### src/rtl/cpu_isa_pkg.sv
// Shared ISA definitions: opcode values (matching the decoder), the
// 32-bit word field positions, encoder FSM states and an opcode legality check.
package cpu_isa_pkg;

    localparam logic [7:0] LOADI = 8'd0;
    localparam logic [7:0] MOV   = 8'd1;
    localparam logic [7:0] ADD   = 8'd2;
    localparam logic [7:0] SUB   = 8'd3;
    localparam logic [7:0] AND   = 8'd4;
    localparam logic [7:0] OR    = 8'd5;
    localparam logic [7:0] J     = 8'd6;
    localparam logic [7:0] BEQ   = 8'd7;
    localparam logic [7:0] BNE   = 8'd11;
    localparam logic [7:0] SRL   = 8'd12;
    localparam logic [7:0] SLL   = 8'd13;
    localparam logic [7:0] SRA   = 8'd14;
    localparam logic [7:0] ROR   = 8'd15;
    localparam logic [7:0] LWD   = 8'd16;
    localparam logic [7:0] LWI   = 8'd17;
    localparam logic [7:0] SWD   = 8'd18;
    localparam logic [7:0] SWI   = 8'd19;

    localparam int OPC_MSB  = 31;
    localparam int DST_MSB  = 23;
    localparam int SRC1_MSB = 15;
    localparam int SRC2_MSB = 7;

    typedef enum logic {
        IDLE,
        WRITE
    } enc_state_e;

    // 8, 9 and 10 are holes in the opcode map; everything above SWI is unused.
    function automatic logic is_legal_opcode(input logic [7:0] op);
        return (op <= BEQ) || ((op >= BNE) && (op <= SWI));
    endfunction

endpackage

### src/rtl/sync_fifo.sv
// Single-clock FIFO with combinational read of the head entry.
// Ports: CLK, RESET (sync, active-high), push_i/wdata_i, pop_i/rdata_o,
//        full_o, empty_o. DEPTH must be a power of two.
module sync_fifo #(
    parameter int WIDTH = 32,
    parameter int DEPTH = 4
) (
    input  logic             CLK,
    input  logic             RESET,
    input  logic             push_i,
    input  logic [WIDTH-1:0] wdata_i,
    input  logic             pop_i,
    output logic [WIDTH-1:0] rdata_o,
    output logic             full_o,
    output logic             empty_o
);

    localparam int PW = $clog2(DEPTH);

    logic [WIDTH-1:0] mem_q [DEPTH];
    logic [PW-1:0]    wptr_q, rptr_q;
    logic [PW:0]      cnt_q;
    logic             do_push, do_pop;

    assign full_o  = (cnt_q == (PW+1)'(DEPTH));
    assign empty_o = (cnt_q == '0);
    assign rdata_o = mem_q[rptr_q];

    assign do_push = push_i && !full_o;
    assign do_pop  = pop_i && !empty_o;

    always_ff @(posedge CLK) begin
        if (RESET) begin
            wptr_q <= '0;
            rptr_q <= '0;
            cnt_q  <= '0;
        end else begin
            if (do_push) wptr_q <= wptr_q + PW'(1);
            if (do_pop)  rptr_q <= rptr_q + PW'(1);
            case ({do_push, do_pop})
                2'b10:   cnt_q <= cnt_q + (PW+1)'(1);
                2'b01:   cnt_q <= cnt_q - (PW+1)'(1);
                default: cnt_q <= cnt_q;
            endcase
        end
    end

    // Storage needs no reset: an entry is only read after it was written.
    always_ff @(posedge CLK) begin
        if (do_push) mem_q[wptr_q] <= wdata_i;
    end

endmodule

### src/rtl/instr_encoder.sv
// Packs instruction fields into {opcode,dest,src1,src2} words, buffers them
// and writes them in order to instruction memory over a busywait port.
// Ports: CLK, RESET (sync, active-high); IN_VALID/IN_READY + field inputs;
//        FLUSH/DONE drain handshake; MEM_* write port; ILLEGAL, ERR_COUNT,
//        WORDS_WRITTEN, ADDR_WRAP status.
module instr_encoder
    import cpu_isa_pkg::*;
#(
    parameter int            FIFO_DEPTH = 4,
    parameter int            AW         = 8,
    parameter logic [AW-1:0] BASE_ADDR  = '0
) (
    input  logic          CLK,
    input  logic          RESET,
    input  logic          IN_VALID,
    output logic          IN_READY,
    input  logic [7:0]    OPCODE,
    input  logic [2:0]    RD,
    input  logic [2:0]    RS1,
    input  logic [2:0]    RS2,
    input  logic [7:0]    IMM,
    input  logic [7:0]    OFFSET,
    input  logic          FLUSH,
    output logic          MEM_WRITE,
    output logic [AW-1:0] MEM_ADDR,
    output logic [31:0]   MEM_WRITEDATA,
    input  logic          MEM_BUSYWAIT,
    output logic          ILLEGAL,
    output logic [7:0]    ERR_COUNT,
    output logic [AW:0]   WORDS_WRITTEN,
    output logic          ADDR_WRAP,
    output logic          DONE
);

    enc_state_e    state_q, state_d;
    logic [AW-1:0] addr_q, addr_d;
    logic [31:0]   wdata_q, wdata_d;
    logic [AW:0]   words_q, words_d;
    logic          wrap_q, wrap_d;
    logic          illegal_q, illegal_d;
    logic [7:0]    err_q, err_d;
    logic          done_q, done_d;

    logic          accept, legal, push, pop, complete;
    logic          fifo_full, fifo_empty;
    logic [31:0]   word, fifo_rdata;
    logic [7:0]    dst_f, s1_f, s2_f;
    logic [7:0]    rd8, rs1_8, rs2_8;

    assign rd8   = {5'b0, RD};
    assign rs1_8 = {5'b0, RS1};
    assign rs2_8 = {5'b0, RS2};

    assign IN_READY = !fifo_full;
    assign accept   = IN_VALID && IN_READY;
    assign legal    = is_legal_opcode(OPCODE);
    assign push     = accept && legal;

    always_comb begin
        dst_f = '0;
        s1_f  = '0;
        s2_f  = '0;
        case (OPCODE)
            LOADI, LWI: begin
                dst_f = rd8;
                s2_f  = IMM;
            end
            MOV, LWD: begin
                dst_f = rd8;
                s2_f  = rs2_8;
            end
            ADD, SUB, AND, OR: begin
                dst_f = rd8;
                s1_f  = rs1_8;
                s2_f  = rs2_8;
            end
            J: dst_f = OFFSET;
            BEQ, BNE: begin
                dst_f = OFFSET;
                s1_f  = rs1_8;
                s2_f  = rs2_8;
            end
            SRL, SLL, SRA, ROR: begin
                dst_f = rd8;
                s1_f  = rs1_8;
                s2_f  = IMM;
            end
            SWD: begin
                s1_f = rs1_8;
                s2_f = rs2_8;
            end
            SWI: begin
                s1_f = rs1_8;
                s2_f = IMM;
            end
            default: ;
        endcase
    end

    always_comb begin
        word                     = '0;
        word[OPC_MSB  -: 8]      = OPCODE;
        word[DST_MSB  -: 8]      = dst_f;
        word[SRC1_MSB -: 8]      = s1_f;
        word[SRC2_MSB -: 8]      = s2_f;
    end

    sync_fifo #(
        .WIDTH (32),
        .DEPTH (FIFO_DEPTH)
    ) u_fifo (
        .CLK     (CLK),
        .RESET   (RESET),
        .push_i  (push),
        .wdata_i (word),
        .pop_i   (pop),
        .rdata_o (fifo_rdata),
        .full_o  (fifo_full),
        .empty_o (fifo_empty)
    );

    // A completing write can hand straight over to the next word.
    assign complete = (state_q == WRITE) && !MEM_BUSYWAIT;
    assign pop      = !fifo_empty && ((state_q == IDLE) || complete);

    always_comb begin
        state_d   = state_q;
        addr_d    = addr_q;
        wdata_d   = wdata_q;
        words_d   = words_q;
        wrap_d    = wrap_q;
        illegal_d = accept && !legal;
        err_d     = err_q;
        done_d    = FLUSH && fifo_empty && (state_q == IDLE) && !accept;

        if (illegal_d && (err_q != 8'hFF)) err_d = err_q + 8'd1;

        if (complete) begin
            addr_d  = addr_q + AW'(1);
            words_d = words_q + (AW+1)'(1);
            if (addr_q == '1) wrap_d = 1'b1;
        end

        if (pop) begin
            state_d = WRITE;
            wdata_d = fifo_rdata;
        end else if (complete) begin
            state_d = IDLE;
        end
    end

    always_ff @(posedge CLK) begin
        if (RESET) begin
            state_q   <= IDLE;
            addr_q    <= BASE_ADDR;
            wdata_q   <= '0;
            words_q   <= '0;
            wrap_q    <= 1'b0;
            illegal_q <= 1'b0;
            err_q     <= '0;
            done_q    <= 1'b0;
        end else begin
            state_q   <= state_d;
            addr_q    <= addr_d;
            wdata_q   <= wdata_d;
            words_q   <= words_d;
            wrap_q    <= wrap_d;
            illegal_q <= illegal_d;
            err_q     <= err_d;
            done_q    <= done_d;
        end
    end

    assign MEM_WRITE     = (state_q == WRITE);
    assign MEM_ADDR      = addr_q;
    assign MEM_WRITEDATA = wdata_q;
    assign WORDS_WRITTEN = words_q;
    assign ADDR_WRAP     = wrap_q;
    assign ILLEGAL       = illegal_q;
    assign ERR_COUNT     = err_q;
    assign DONE          = done_q;

endmodule

### config.mk
export PLATFORM = sky130hd
export DESIGN_NAME = instr_encoder
export DESIGN_NICKNAME = d
export VERILOG_FILES = /design/src/rtl/cpu_isa_pkg.sv /design/src/rtl/sync_fifo.sv /design/src/rtl/instr_encoder.sv
export SDC_FILE = /design/constraint.sdc
export NUM_CORES = 1
export LEC_CHECK = 0
export ABC_AREA = 1
export CAP_MARGIN = 20
export CORE_ASPECT_RATIO = 1.4
export CORE_MARGIN = 1.5
export CORE_UTILIZATION = 55
export CTS_CLUSTER_SIZE = 8
export DETAILED_ROUTE_END_ITERATION = 8
export GPL_TIMING_DRIVEN = 0
export PLACE_DENSITY = 0.83
export RECOVER_POWER = 50
export SLEW_MARGIN = 10
export SYNTH_ARGS = -nofsm -noshare
export SYNTH_HDL_FRONTEND = slang
export SYNTH_SLANG_ARGS = --single-unit
### constraint.sdc
create_clock -name CLK -period 4.1 [get_ports CLK]
set_clock_uncertainty 0.2 [all_clocks]
set_input_delay 1.025 -clock CLK [delete_from_list [all_inputs] [get_ports CLK]]
set_output_delay 1.025 -clock CLK [all_outputs]
set_load 0.01 [all_outputs]
==> flow_metrics.tcl <==
set metrics [dict create \
    r2r_end "u_fifo.cnt_q[2]" \
    fmax_ghz 0.2790 \
    rsz0062_at_grt "false" \
    synth_top_area_share_pct 44.32 \
    io_buffer_count 94 \
    synth_area_leaders "edfxtp_1, dfxtp_1, nor2_1, nand2_1, o21ai_0" \
    yosysWarnings 0 \
    insertedDiodeCount 0 \
    root_buffer "clkbuf_16" \
    clock_sinks 171 \
    crit_start "OPCODE[4]" \
    power_density_nw_per_um2 571.5 \
    netlist_instances 745 \
    fin_crit_sh_pct 87.41 \
    r2r_start "u_fifo.cnt_q[2]" \
    arrival_ps 3640 \
    synth-seq-cells 171 \
    post-route-util_pct 70.90 \
    worstMarginPinSlew_ps 1123 \
    numCtsBuffers 17 \
    whs_path_depth 2 \
    hold_viol_final 0 \
    grt_max_degree 23 \
    start_util_pct 56.57 \
    htreeDepth 4 \
    cts_tree "done" \
    grt_pass1_wl_um 27630 \
    antenna_found_initial 0 \
    start_kind "primary input" \
    cp.required_ps 4160 \
    whs_ps 284.4 \
    first_global_vias 5468 \
    ys_types 40 \
    worst-path-max-fanout 8 \
    area_growth_pct 25.32 \
    hpwlAfterDp_um 11330 \
    dr.first_iter.drc_count 390 \
    rr_worst_depth 14 \
    fin_ws_ps 516.2 \
    final_net_count 913 \
    p_leak_nw 3.580 \
    drt-total-wl_um 17700 \
    rows 49 \
    grt_overflow_total 0 \
    insertion_delay_ps 420 \
    grt_usage_pct 26.17 \
    die_area_um2 14020 \
    synth-seq-area-share_pct 61.55 \
    post-synth-top-area-cell "edfxtp_1" \
    routed_via_density 5.360 \
    finalSetupViolCount 0 \
    synth.avg_cell_area_um2 9.823 \
    whs_endpoint "WORDS_WRITTEN[8]" \
    r2r_slack_ps 1520 \
    cts_hold_buf 0 \
    drv_slew 0 \
    layout-drive-gt1-share_pct 11.26 \
    outcome "completed" \
    cap_violations 0 \
    cts_setup_buffers 0 \
    ir_worst_vdd_mv 0.3282 \
    crit_type "primary input to flop" \
    die_h_um 139.5 \
    cts_resized 0 \
    relSlewSlack_pct 24.77 \
    core_um2 12940 \
    place_inst 1025 \
    fin_crit_ps 3584 \
    holdCritPathClass "flop to flop" \
    vias 5666 \
    fin_cells 1057 \
    clk_path_buf_depth 2 \
    clkTransAtPathRegs_ps 70 \
    ant_nets 0 \
    fp.dieW_um 100.5 \
    io_pins 100 \
    drt-pass1-iter-count 5 \
    gp_congestion 0.8777 \
    end_kind "flop" \
    place_ws_ps 341.2 \
    holdCritStartpoint "WORDS_WRITTEN[8]" \
    remaining_drc_errors 0 \
    wl_per_cell_um 16.74 \
    syn_area_um2 7318 \
]
[kinds of logic after synthesis]
logic type               share of synthesized area (%)
XOR/XNOR                                        0.5984
buffers and inverters                            5.796
flip-flops                                       61.55
AND/OR/NAND/NOR                                  18.82
adder cells (fa/ha/maj)                          1.641
other                                          0.05124
AO/OA/AOI/OAI                                    11.54
[cell usage after synthesis, drive strengths merged]
cell and instances:
a21oi 21, a31oi 27, buf 25, clkbuf 10, clkinv 2, conb 1
dfxtp 63, edfxtp 108, fa 1, ha 8, inv 58, nand2 110
nand3 18, nand3b 3, nand4 5, nor2 172, nor3 7, o211ai 2
o21a 1, o21ai 97, o21bai 1, xor2 5
[worst max-delay path: stages]
cell	delay, ps
dlygate4sd3_1	720
inv_1	120
nor2_1	280
nand3_4	180
o211ai_1	920
nand2_1	190
inv_1	190
[placed cells by master, fill, tap and decap left out, types with 3 or more instances in the layout]
cell,count
dfxtp_1,63
clkbuf_16,20
a31oi_1,27
nand3_1,15
nand2_2,9
o21ai_0,76
a21oi_2,6
xor2_1,5
edfxtp_1,108
nand3b_1,3
nand4_1,5
inv_2,12
inv_1,46
buf_4,9
nor2_4,7
buf_2,10
a21oi_1,14
clkbuf_1,15
dlygate4sd3_1,67
conb_1,5
clkdlybuf4s50_1,27
nor2_1,162
clkbuf_8,4
inv_4,3
o21ai_1,20
ha_1,8
nand2_1,100
nor3_1,6
[report_power, final]
| part | total [mW] | internal [mW] | switching [mW] |
|---|---|---|---|
| logic | 1.53 | 0.584 | 0.949 |
| registers | 2.10 | 1.99 | 0.110 |
| clock network | 1.61 | 0.953 | 0.656 |
| total | 5.24 | 3.53 | 1.71 |
[stage by stage]
| step | power, mW | area, um^2 | setup TNS, ps |
|---|---|---|---|
| after floorplan | 3.045 | 7333 | 0 |
| after global placement | 3.667 | 8497 | -91340 |
| after detailed placement | 3.707 | 8622 | 0 |
| after CTS | 5.325 | 9226 | 0 |
| after global routing | 5.488 | 9171 | 0 |
| final | 5.242 | 9171 | 0 |
[how the worst max path moves through the flow]
stage	end	slack [ps]
final	u_fifo.mem_q[0][6]	520
after global routing	u_fifo.mem_q[0][6]	420
after detailed placement	u_fifo.cnt_q[2]	340
after global placement	u_fifo.mem_q[1][16]	-910
after floorplan	u_fifo.mem_q[0][0]	770
after CTS	u_fifo.cnt_q[2]	770
[cell type report]
| cell class | count | area [um^2] |
|---|---|---|
| Multi-Input combinational cell | 483 | 2386 |
| Buffer | 35 | 192.7 |
| Fill cell | 895 | 3765 |
| Clock buffer | 26 | 563.0 |
| Clock inverter | 6 | 41.29 |
| Inverter | 60 | 225.2 |
| Timing Repair Buffer | 98 | 1036 |
| Tap cell | 178 | 222.7 |
| Sequential cell | 171 | 4504 |
[registers in the layout, indices dropped and copies added, names as in the netlist]
name / flops
MEM_WRITEDATA: 27
WORDS_WRITTEN: 9
u_fifo.cnt_q: 3
u_fifo.rptr_q: 2
ERR_COUNT: 8
MEM_WRITE: 1
DONE: 1
ILLEGAL: 1
MEM_ADDR: 8
u_fifo.wptr_q: 2
u_fifo.mem_q: 108
ADDR_WRAP: 1
[layer usage]
metal,up-vias,GRT usage (%),part of all wire (%)
li1,2749,-,-
met1,2621,30.18,37
met2,255,45.58,53
met3,41,5.023,6.7
met4,0,13.71,3.2
met5,-,0,0
No activity file was read; power rests on OpenSTA's default activity.
==> edit 1: new RTL, config.mk and constraints unchanged <==
Register the output `ERR_COUNT` once more, with the module's reset; this adds one clock of latency there. The other outputs are not delayed to match.
--- a/src/rtl/instr_encoder.sv
+++ b/src/rtl/instr_encoder.sv
@@ -179,3 +179,9 @@
     assign ILLEGAL       = illegal_q;
-    assign ERR_COUNT     = err_q;
+    always_ff @(posedge CLK) begin
+        if (RESET) begin
+            ERR_COUNT <= '0;
+        end else begin
+            ERR_COUNT <= err_q;
+        end
+    end
     assign DONE          = done_q;
Function: changed (a bounded check fails within 4 cycles, from zero or initial values and one cycle with RESET high).
==> edit 1 against the original RTL <==
Sequential cell count up 8; non-clock buffer count shrank 1; worst hold slack got worse by 27 ps; worst setup slack worse by 74 ps; wire length down 1.9%; cell area grew 0.22%; synthesized area up 1.5%; total power decreased by 1.3%; sequential power is 3% higher; utilization decreased by 1.6 points; largest power group unchanged.
==> edit 1: results (changes against the original RTL) <==
Hold-critical path depth = 2 (unchanged)
Port buffer count = 94 (unchanged)
Sequential area share after synthesis = 0.628 (+0.0124)
Top cells by area, synth = edfxtp_1 44%, dfxtp_1 19%, nor2_1 8.4%, o21ai_0 6.4%, nand2_1 5.1%
Share of cells above drive strength 1 = 0.0792 (-0.0334)
Worst VDD drop = 0.331 mV (+0.83%)
Worst slew pin tran = 896 ps (-227 ps)
Synth Area in XOR/XNOR = 0.00472 (-0.00127)
Placed cell area = 8700 um^2 (+0.87%)
Nets@finish = 930 (+1.9%)
Final instance area = 9190 um^2 (+0.22%)
Initial antenna violation count = 1 (+1)
Leading register cell type out of synthesis = edfxtp_1
Compound-cell area share of the yosys netlist = 0.111 (-0.00457)
DRT met1 WL = 6280 um (-5.1%)
Routed len/inst = 16.1 um (-3.9%)
Largest net degree at the start of global routing = 28 (+22%)
Synth top cells by count = 166 x nor2_1, 108 x edfxtp_1, 101 x nand2_1
Final GP Congestion = 0.808 (-7.9%)
Met3 WL = 1230 um (+3.0%)
Via-to-Cell Ratio = 5.33 (-0.53%)
Tot GR Track Use = 0.251 (-0.0105)
Post-DP HPWL = 11,400 um (+0.54%)
Pre-CTS setup slack = 337 ps (-4.06 ps)
CP startpoint = MEM_BUSYWAIT
CP Max Fanout = 10 (+2)
Clk_lat worst skew = 420 ps (about the same)
Cell variety after synth = 37 (-7.5%)
Met2 wire length = 9450 um (+1.3%)
Vias in the first global route = 5,508 (+0.73%)
Hold_sp = ADDR_WRAP
Worst EP arrival = 3770 ps (+130 ps)
Max stage delay on crit path = 550 ps (-370 ps)
P_leak = 3.61 nW (+0.85%)
First-pass GRT wire length = 26,900 um (-2.6%)
Post-Synth Adder-Cell Area = 0.0162 (-0.000243)
Status = complete, no violations
==> edit 1: cell count changes after synthesis, sizes merged, moves of 2 or more <==
| cell | before | now |
|---|---|---|
| a21oi | 21 | 24 |
| clkbuf | 10 | 12 |
| dfxtp | 63 | 71 |
| inv | 58 | 68 |
| nand2 | 110 | 107 |
| o211ai | 2 | 0 |
==> edit 1: final cells by class <==
class                           instances  area [um^2]
Antenna cell                            1         2.50
Sequential cell                       179         4660
Inverter                               69          259
Buffer                                 36          189
Clock buffer                           17          425
Multi-Input combinational cell        484         2290
Fill cell                            1002         4070
Clock inverter                         15          133
Timing Repair Buffer                   96          996
Tap cell                              182          228
==> edit 1: worst min-delay path, delay by kind of cell (launching register included) <==
family          cells  cell delay (ps)
compound gates      1               50
buf+inv             1               50
flops               1              310
==> edit 1: cells by family after synthesis <==
kind of cell	count (synthesis)
and+or+nand+nor	313
DFF	179
AOI/OAI and AO/OA	153
buffers and inverters	105
adders and majority gates	9
xor gates and xnor gates	4
other	1
==> edit 1: final timing paths <==
check | to | slack (ps)
max | u_fifo.cnt_q[2] | 440
min | ADDR_WRAP | 260
max reg2reg | u_fifo.cnt_q[2] | 1140
min reg2reg | ADDR_WRAP | 260
==> edit 1: report_power, final <==
group          switching (mW)  total, mW  internal (mW)
logic                   0.925       1.47          0.548
clock network           0.686       1.53          0.839
registers               0.104       2.17           2.07
==> edit 1: per-layer routing <==
layer	track usage	vias to the layer above
li1	-	2790
met3	0.0499	45
met4	0.116	0
met1	0.278	2670
met2	0.455	248
met5	0	-
==> edit 1: metrics by stage <==
stage	utilization	instances
CTS	0.698	1078
finish	0.693	1079
global route	0.693	1079
floorplan	-	768
global placement	0.649	1044
detailed placement	0.656	1046
==> edit 2: new RTL, same settings <==
Made on the original files. `SRC1_MSB`: 15 -> 17.
--- a/src/rtl/cpu_isa_pkg.sv
+++ b/src/rtl/cpu_isa_pkg.sv
@@ -24,3 +24,3 @@
     localparam int DST_MSB  = 23;
-    localparam int SRC1_MSB = 15;
+    localparam int SRC1_MSB = 17;
     localparam int SRC2_MSB = 7;
Function: changed (a bounded check fails within 4 cycles, from zero or initial values and one cycle with RESET high).
==> edit 2 against the original RTL <==
Critical path depth did not move; cell area shrank 7.7%; total power is 7.1% lower; wire length decreased by 3.2%; sequential cell count shrank 10; sequential share of layout area is 0.80 points higher; worst setup slack improved by 110 ps; synthesized area decreased by 5.4%; critical path type unchanged; largest power group unchanged.
==> edit 2: results (changes against the original RTL) <==
Hold_ws = 260 ps (-24.4 ps)
Synth top cells by count = 150 x nor2_1, 100 x edfxtp_1, 89 x nand2_1
Top cells by area, synth = edfxtp_1 43%, dfxtp_1 18%, nor2_1 8.1%, nand2_1 4.8%, o21ai_0 4.3%
P_leak = 3.28 nW (-8.3%)
R2R setup slack = 1450 ps (-70 ps)
Port buffer count = 87 (-7.4%)
Status = complete, no violations
Placed cell area = 8030 um^2 (-6.8%)
First-pass GRT wire length = 26,800 um (-2.9%)
Vias = 5,518 (-2.6%)
Final wirelength = 17,100 um (-3.2%)
Max FFs per register = 100 (-7.4%)
Post-DP HPWL = 11,200 um (-1.2%)
Root Driver = clkbuf_16
Initial DRC count = 617 (+58%)
Worst slew pin tran = 1010 ps (-117 ps)
Post-synth EDFFs = 100 (-7.4%)
Sequential area share after synthesis = 0.610 (-0.00522)
Final GP Congestion = 0.811 (-7.6%)
Sink Count = 161 (-5.8%)
Worst VDD drop = 0.388 mV (+18%)
DRT Pass-1 Iters = 7 (+2)
Slowest CP cell = nor2_4
Crit path max-delay family = simple AND/OR/NAND/NOR gates
Worst EP arrival = 3310 ps (-330 ps)
Vias in the first global route = 5,654 (+3.4%)
Tot GR Track Use = 0.265 (+0.00329)
Pre-CTS setup slack = 410 ps (+69.0 ps)
Share of cells above drive strength 1 = 0.0876 (-0.0250)
Largest net degree at the start of global routing = 26 (+13%)
Top reg by flops = u_fifo.mem_q
Max stage delay on crit path = 690 ps (-230 ps)
[edit 2: cell families (layout without fill, tap and decap cells)]
| kind of cell | after synthesis | after routing | synth area share |
|---|---|---|---|
| adder cells (fa/ha/maj) | 9 | 9 | 0.0174 |
| flip-flops | 161 | 161 | 0.610 |
| other | 1 | 7 | 0.000542 |
| AND/OR/NAND/NOR | 292 | 292 | 0.189 |
| buffers and inverters | 99 | 218 | 0.0638 |
| AO/OA/AOI/OAI | 140 | 140 | 0.111 |
| XOR/XNOR | 6 | 6 | 0.00759 |
[edit 2: power breakdown]
group	leakage [nW]	switching, mW	internal, mW
Combinational	1.60	0.909	0.502
Sequential	1.43	0.0958	1.87
Clock	0.258	0.608	0.886
Total	3.28	1.61	3.26
[edit 2: final cells by class]
class,count,area (um^2)
tap,150,188
clock buffer,20,437
buffer,34,170
clock inverter,12,118
fill,858,3850
multi-input combinational,454,2210
sequential,161,4220
inverter,65,245
timing repair buffer,87,871
[edit 2: per-stage QoR]
step / setup TNS [ps] / utilization / instances
after floorplan: 0 / - / 714
after global placement: -63250 / 0.650 / 951
after detailed placement: 0 / 0.652 / 951
after CTS: 0 / 0.697 / 983
after global routing: 0 / 0.687 / 983
final: 0 / 0.687 / 983
[edit 2: path summary, 6_finish.rpt]
path,start,cells past startpoint,to
min reg2reg,ADDR_WRAP,2,ADDR_WRAP
max reg2reg,u_fifo.cnt_q[0],11,u_fifo.cnt_q[1]
min,ADDR_WRAP,2,ADDR_WRAP
max,OPCODE[4],7,u_fifo.mem_q[0][13]
[edit 2: per-layer routing]
layer	track usage	wire, um	vias to the layer above
li1	-	-	2582
met1	0.278	6070	2573
met2	0.480	9070	302
met3	0.0583	1250	61
met4	0.167	736	0
met5	0	0	-
